===== src/rtl/sccpu_dbg_pkg.sv =====
// Shared definitions for the sccomp run-control / state-dump engine:
// FSM state encoding and halt-cause codes.
package sccpu_dbg_pkg;

    typedef enum logic [2:0] {
        ST_IDLE,
        ST_RUN,
        ST_HDR_PC,
        ST_HDR_IN,
        ST_DUMP,
        ST_DONE
    } state_t;

    localparam logic [1:0] HALT_NONE  = 2'd0;
    localparam logic [1:0] HALT_BP    = 2'd1;
    localparam logic [1:0] HALT_LIMIT = 2'd2;
    localparam logic [1:0] HALT_BADPC = 2'd3;

    // Only called on a hit, so "neither bad nor bp" means the cycle limit fired.
    function automatic logic [1:0] halt_code(input logic bad_pc, input logic bp);
        if (bad_pc)
            return HALT_BADPC;
        else if (bp)
            return HALT_BP;
        else
            return HALT_LIMIT;
    endfunction

endpackage


===== src/rtl/sccpu_bp_match.sv =====
// Breakpoint comparator bank: NBP address compares, OR-reduced into one match flag.
module sccpu_bp_match #(
    parameter int AW  = 32,
    parameter int NBP = 4
) (
    input  logic [AW-1:0]     pc,
    input  logic              pc_valid,
    input  logic [NBP*AW-1:0] bp_addr,
    input  logic [NBP-1:0]    bp_en,
    output logic              match
);

    logic [NBP-1:0] slot_hit;

    for (genvar i = 0; i < NBP; i++) begin : g_slot
        assign slot_hit[i] = bp_en[i] & pc_valid & (pc == bp_addr[i*AW +: AW]);
    end

    assign match = |slot_hit;

endmodule


===== src/rtl/sccpu_trace_dump.sv =====
// Run-control and state-dump engine for sccomp: runs the CPU until a breakpoint,
// cycle limit or invalid PC, then streams PC, instr and rf[0..NREG-1] to a sink.
module sccpu_trace_dump
    import sccpu_dbg_pkg::*;
#(
    parameter int AW   = 32,
    parameter int DW   = 32,
    parameter int NREG = 32,
    parameter int NBP  = 4,
    parameter int CW   = 16,
    localparam int RSW = $clog2(NREG)
) (
    input  logic              clk,
    input  logic              rst,
    input  logic              run_en,
    input  logic [AW-1:0]     pc,
    input  logic              pc_valid,
    input  logic [DW-1:0]     instr,
    input  logic [NBP*AW-1:0] bp_addr,
    input  logic [NBP-1:0]    bp_en,
    input  logic [CW-1:0]     cycle_limit,
    output logic              cpu_stall,
    output logic [RSW-1:0]    reg_sel,
    input  logic [DW-1:0]     reg_data,
    output logic              dump_valid,
    input  logic              dump_ready,
    output logic [DW-1:0]     dump_data,
    output logic              done,
    output logic [1:0]        halt_cause,
    output logic [CW-1:0]     cycle_count
);

    state_t          state, state_nxt;
    logic            bp_hit, limit_hit, hit, load, last_word;
    logic [RSW-1:0]  idx;
    logic [DW-1:0]   instr_lat;

    sccpu_bp_match #(.AW(AW), .NBP(NBP)) u_bp_match (
        .pc       (pc),
        .pc_valid (pc_valid),
        .bp_addr  (bp_addr),
        .bp_en    (bp_en),
        .match    (bp_hit)
    );

    assign limit_hit = (cycle_limit != '0) && (cycle_count == cycle_limit);
    assign hit       = ~pc_valid | bp_hit | limit_hit;
    assign load      = ~dump_valid | dump_ready;
    assign reg_sel   = idx;

    always_ff @(posedge clk) begin
        if (rst)
            state <= ST_IDLE;
        else
            state <= state_nxt;
    end

    always_comb begin
        state_nxt = state;
        case (state)
            ST_IDLE, ST_DONE: if (run_en)           state_nxt = ST_RUN;
            ST_RUN:           if (hit)              state_nxt = ST_HDR_PC;
            ST_HDR_PC:        if (load)             state_nxt = ST_HDR_IN;
            ST_HDR_IN:        if (load)             state_nxt = ST_DUMP;
            ST_DUMP:          if (load && last_word) state_nxt = ST_DONE;
            default:                                state_nxt = ST_IDLE;
        endcase
    end

    // The CPU only advances in RUN, and is held off in the hit cycle so the
    // halting instruction never retires.
    always_comb begin
        cpu_stall = 1'b1;
        if (state == ST_RUN)
            cpu_stall = hit;
    end

    // State named after the word currently held in the output register;
    // the PC word is loaded directly on the hit so no bubble precedes it.
    always_ff @(posedge clk) begin
        if (rst) begin
            dump_valid  <= 1'b0;
            dump_data   <= '0;
            done        <= 1'b0;
            halt_cause  <= HALT_NONE;
            cycle_count <= '0;
            idx         <= '0;
            last_word   <= 1'b0;
            instr_lat   <= '0;
        end else begin
            case (state)
                ST_IDLE, ST_DONE: begin
                    if (run_en) begin
                        cycle_count <= '0;
                        halt_cause  <= HALT_NONE;
                        done        <= 1'b0;
                    end
                end
                ST_RUN: begin
                    if (hit) begin
                        instr_lat  <= instr;
                        halt_cause <= halt_code(~pc_valid, bp_hit);
                        dump_data  <= DW'(pc);
                        dump_valid <= 1'b1;
                        idx        <= '0;
                        last_word  <= 1'b0;
                    end else if (cycle_count != '1) begin
                        cycle_count <= cycle_count + CW'(1);
                    end
                end
                ST_HDR_PC: begin
                    if (load)
                        dump_data <= instr_lat;
                end
                ST_HDR_IN: begin
                    if (load) begin
                        dump_data <= '0;
                        idx       <= RSW'(1);
                        last_word <= (NREG == 1);
                    end
                end
                ST_DUMP: begin
                    if (load) begin
                        if (last_word) begin
                            dump_valid <= 1'b0;
                            done       <= 1'b1;
                            idx        <= '0;
                            last_word  <= 1'b0;
                        end else begin
                            dump_data <= reg_data;
                            last_word <= (idx == RSW'(NREG - 1));
                            idx       <= idx + RSW'(1);
                        end
                    end
                end
                default: begin
                    dump_valid <= 1'b0;
                end
            endcase
        end
    end

endmodule


===== config.mk =====
export PLATFORM = sky130hd
export DESIGN_NAME = sccpu_trace_dump
export DESIGN_NICKNAME = d
export VERILOG_FILES = /design/src/rtl/sccpu_dbg_pkg.sv /design/src/rtl/sccpu_bp_match.sv /design/src/rtl/sccpu_trace_dump.sv
export SDC_FILE = /design/constraint.sdc
export NUM_CORES = 1
export LEC_CHECK = 0
export CELL_PAD_IN_SITES_DETAIL_PLACEMENT = 1
export CELL_PAD_IN_SITES_GLOBAL_PLACEMENT = 1
export CORE_MARGIN = 4
export CORE_UTILIZATION = 30
export DETAILED_ROUTE_END_ITERATION = 7
export PLACE_DENSITY_LB_ADDON = 0.1
export REMOVE_ABC_BUFFERS = 1
export SLEW_MARGIN = 20
export SYNTH_ARGS = -nofsm -noshare
export SYNTH_HDL_FRONTEND = slang
export SYNTH_SLANG_ARGS = --single-unit

===== constraint.sdc =====
create_clock -name clk -period 3.1 [get_ports clk]
set_clock_uncertainty 0.15 [all_clocks]
set_input_delay 0.62 -clock clk [delete_from_list [all_inputs] [get_ports clk]]
set_output_delay 0.62 -clock clk [all_outputs]
set_load 0.03 [all_outputs]

==> metrics.cfg <==
[status]
status=complete, but fails checks
violations=setup timing

[logic_synthesis]
synth.most_common_cell=nand2_1
synth_area_leaders=dfxtp_1 (27%), xor2_1 (15%), mux2i_1 (11%)
synth_top_cell_area_share_pct=26.7
synth_seq_area_share_pct=26.7
synth-edff-count=0
synthDistinctLibCells=53
ys_ff_latch=93
yosys_warnings=0
synthTopCellsByCount=nand2_1 (191), xor2_1 (120), dfxtp_1 (93), mux2i_1 (74), clkbuf_1 (44)
synth_area_leader_cell=dfxtp_1
synthesis.area_um2=6970
synthArstFlopShare_pct=0
synth_ff_type=dfxtp_1
synth.avg_cell_area_um2=8.12
syn_inst=858

[routing]
vias=7846
firstDrtPassIters=5
wl_um=34300
drc_errors=0
drt-vias-per-instance=5.10
wire_per_inst_um=22.3
drt_iter0_markers=428
ant_nets=0

[cells_and_area]
multi_input_area_um2=5060
post_route_cells_drive_above_1_share_pct=20.9
regArea_um2=1860
fin_area_um2=11700
fin_util_pct=51.4
nNetsFinal=1466
area_delta_synth_final_pct=67.9
nFillCells=2677

[pwr]
power.density_nw_per_um2=381
vdd_drop_max_mv=0.210
p_seq_share_pct=31.1
leakage_nw=4.76
p_int_mw=2.82
combinationalPowerShare_pct=42.5
net-switching-power_mw=1.63
swShare_pct=36.6
p_clk_share_pct=26.4

[floorplan]
rows=55
coreArea_um2=22800
die_y_um=160
num_io_pins=307
start_util_pct=30.6
design.die.area_um2=25700
die_w_um=160

[hold_path]
min_path_type=reg2reg

[clocking]
clockRootBuffer=clkbuf_16
clk_latency_ns=0.36
cts_made_buffers=9
clockBufferDepth=2
path_clk_slew_ns=0.06
h-tree-depth=3
cts_sinks=93
cts_hold_repair.buffers=0
cts_tree=done

[timing]
layout_worst_path_cycle_share_pct=101
whs_ns=0.312
finalMaxSlewViolations=0
rsz0062_at_grt=yes
setup_slack_ns=-0.0372
hold_violations=0
max_freq_ghz=0.319
setup_violations=1
slew_headroom_pct=37.4
period_minus_slack_ns=3.14
worstMarginPinSlew_ns=0.938

[grt]
antenna_found_initial=12
grt_pass1_wl_um=50800
grt_max_degree=96
first_global_vias=8317
grt.total_usage_pct=25.6
grt_overflow_total=0

[placed_design]
place_hpwl_um=26800
placed_cell_area_um2=10900
gp_congestion=0.816
io_buffer_count=306

[setup_path]
cp.arrival_ns=2.37
crit_path_end_kind=primary output
critPathMaxFanout=2
critical_path_class=in2out
crit_path_start_kind=primary input
crit_required_ns=2.33

[run]
drv_cap=0

path summary, 6_finish.rpt:
kind | from | end | slack [ns] | cells after the start
setup / recovery | bp_addr[106] | cpu_stall | -0.04 | 10
setup reg to reg | cycle_count[6] | cycle_count[2] | 0.52 | 8
hold reg to reg | instr_lat[22] | instr_lat[22] | 0.31 | 2
hold / removal | instr_lat[22] | instr_lat[22] | 0.31 | 2
critical path, stage by stage:
cell,delay (ns)
clkdlybuf4s15_1,0.23
xor2_1,0.18
nor4_2,0.33
buf_4,0.17
nand4_1,0.10
nor4_2,0.28
buf_4,0.16
nor4_4,0.05
nand2_2,0.10
buf_6,0.13
registers in the layout, indices dropped and copies added, names as in the netlist:
register	cells
dump_data	32
instr_lat	32
cycle_count	16
reg_sel	5
state	3
halt_cause	2
done	1
dump_valid	1
last_word	1
area by class of cell:
| class | count | share of cell area (%) |
|---|---|---|
| Clock inverter | 7 | 0.641 |
| Multi-Input combinational cell | 663 | 43.3 |
| Sequential cell | 93 | 15.9 |
| Tap cell | 313 | 3.35 |
| Timing Repair Buffer | 431 | 34.3 |
| Clock buffer | 9 | 1.92 |
| Antenna cell | 5 | 0.107 |
| Inverter | 16 | 0.524 |
cell families (layout without fill, tap and decap cells):
| group | Yosys count | in the layout | share of synthesized area, % |
|---|---|---|---|
| flops | 93 | 93 | 26.7 |
| simple gates | 329 | 329 | 22.1 |
| other cells | 0 | 5 | 0 |
| fa+ha+maj | 3 | 3 | 0.539 |
| compound gates | 113 | 113 | 14.1 |
| mux | 74 | 74 | 10.6 |
| buf+inv | 102 | 463 | 7.76 |
| xor+xnor | 144 | 144 | 18.1 |
power by group through the flow:
stage / registers [mW] / logic (mW) / clock network, mW
finish: 1.38 / 1.89 / 1.18
detailed placement: 1.41 / 1.84 / 0
global route: 1.40 / 2.01 / 1.27
global placement: 1.41 / 1.83 / 0
CTS: 1.38 / 1.88 / 1.20
floorplan: 1.55 / 0.663 / 0
cells in the final DEF, fill, tap and decap left out, types with 18 or more instances in the layout:
cell type / instances
dfxtp_1: 92
nand4_1: 24
dlygate4sd2_1: 68
nand3_1: 31
a311o_1: 32
mux2i_1: 74
clkdlybuf4s50_1: 172
buf_6: 25
xnor2_1: 24
a221oi_1: 32
nand2_1: 187
xor2_1: 86
xor2_2: 30
nor4_1: 18
buf_4: 102
routing by layer:
metal  global-route usage, %  vias to the layer above  wire length, um
li1                        -                     3709                -
met1                    30.2                     3828            13700
met2                    45.4                      250            17600
met3                    7.08                       45             2270
met4                    7.12                       14              675
met5                       0                        -               73
timing repair:
action | in CTS | in global routing
gates resized for setup | 304 | 50
pin swaps | 66 | 28
hold endpoints to repair | 0 | 0
endpoints found under the setup margin | 89 | 1
buffers inserted | 18 | 4
per-stage QoR:
step | TNS [ns] | setup WS [ns] | std cells | power (mW)
3_5_place_dp | -62.09 | -0.770 | 1504 | 3.25
6_report | -0.0372 | -0.0372 | 1537 | 4.45
3_3_place_gp | -57.98 | -0.728 | 1504 | 3.23
4_1_cts | -0.00967 | -0.00967 | 1531 | 4.46
2_1_floorplan | -0.802 | -0.0652 | 772 | 2.22
5_1_grt | -0.116 | -0.116 | 1537 | 4.68
Power figures use the tool's default switching activity.
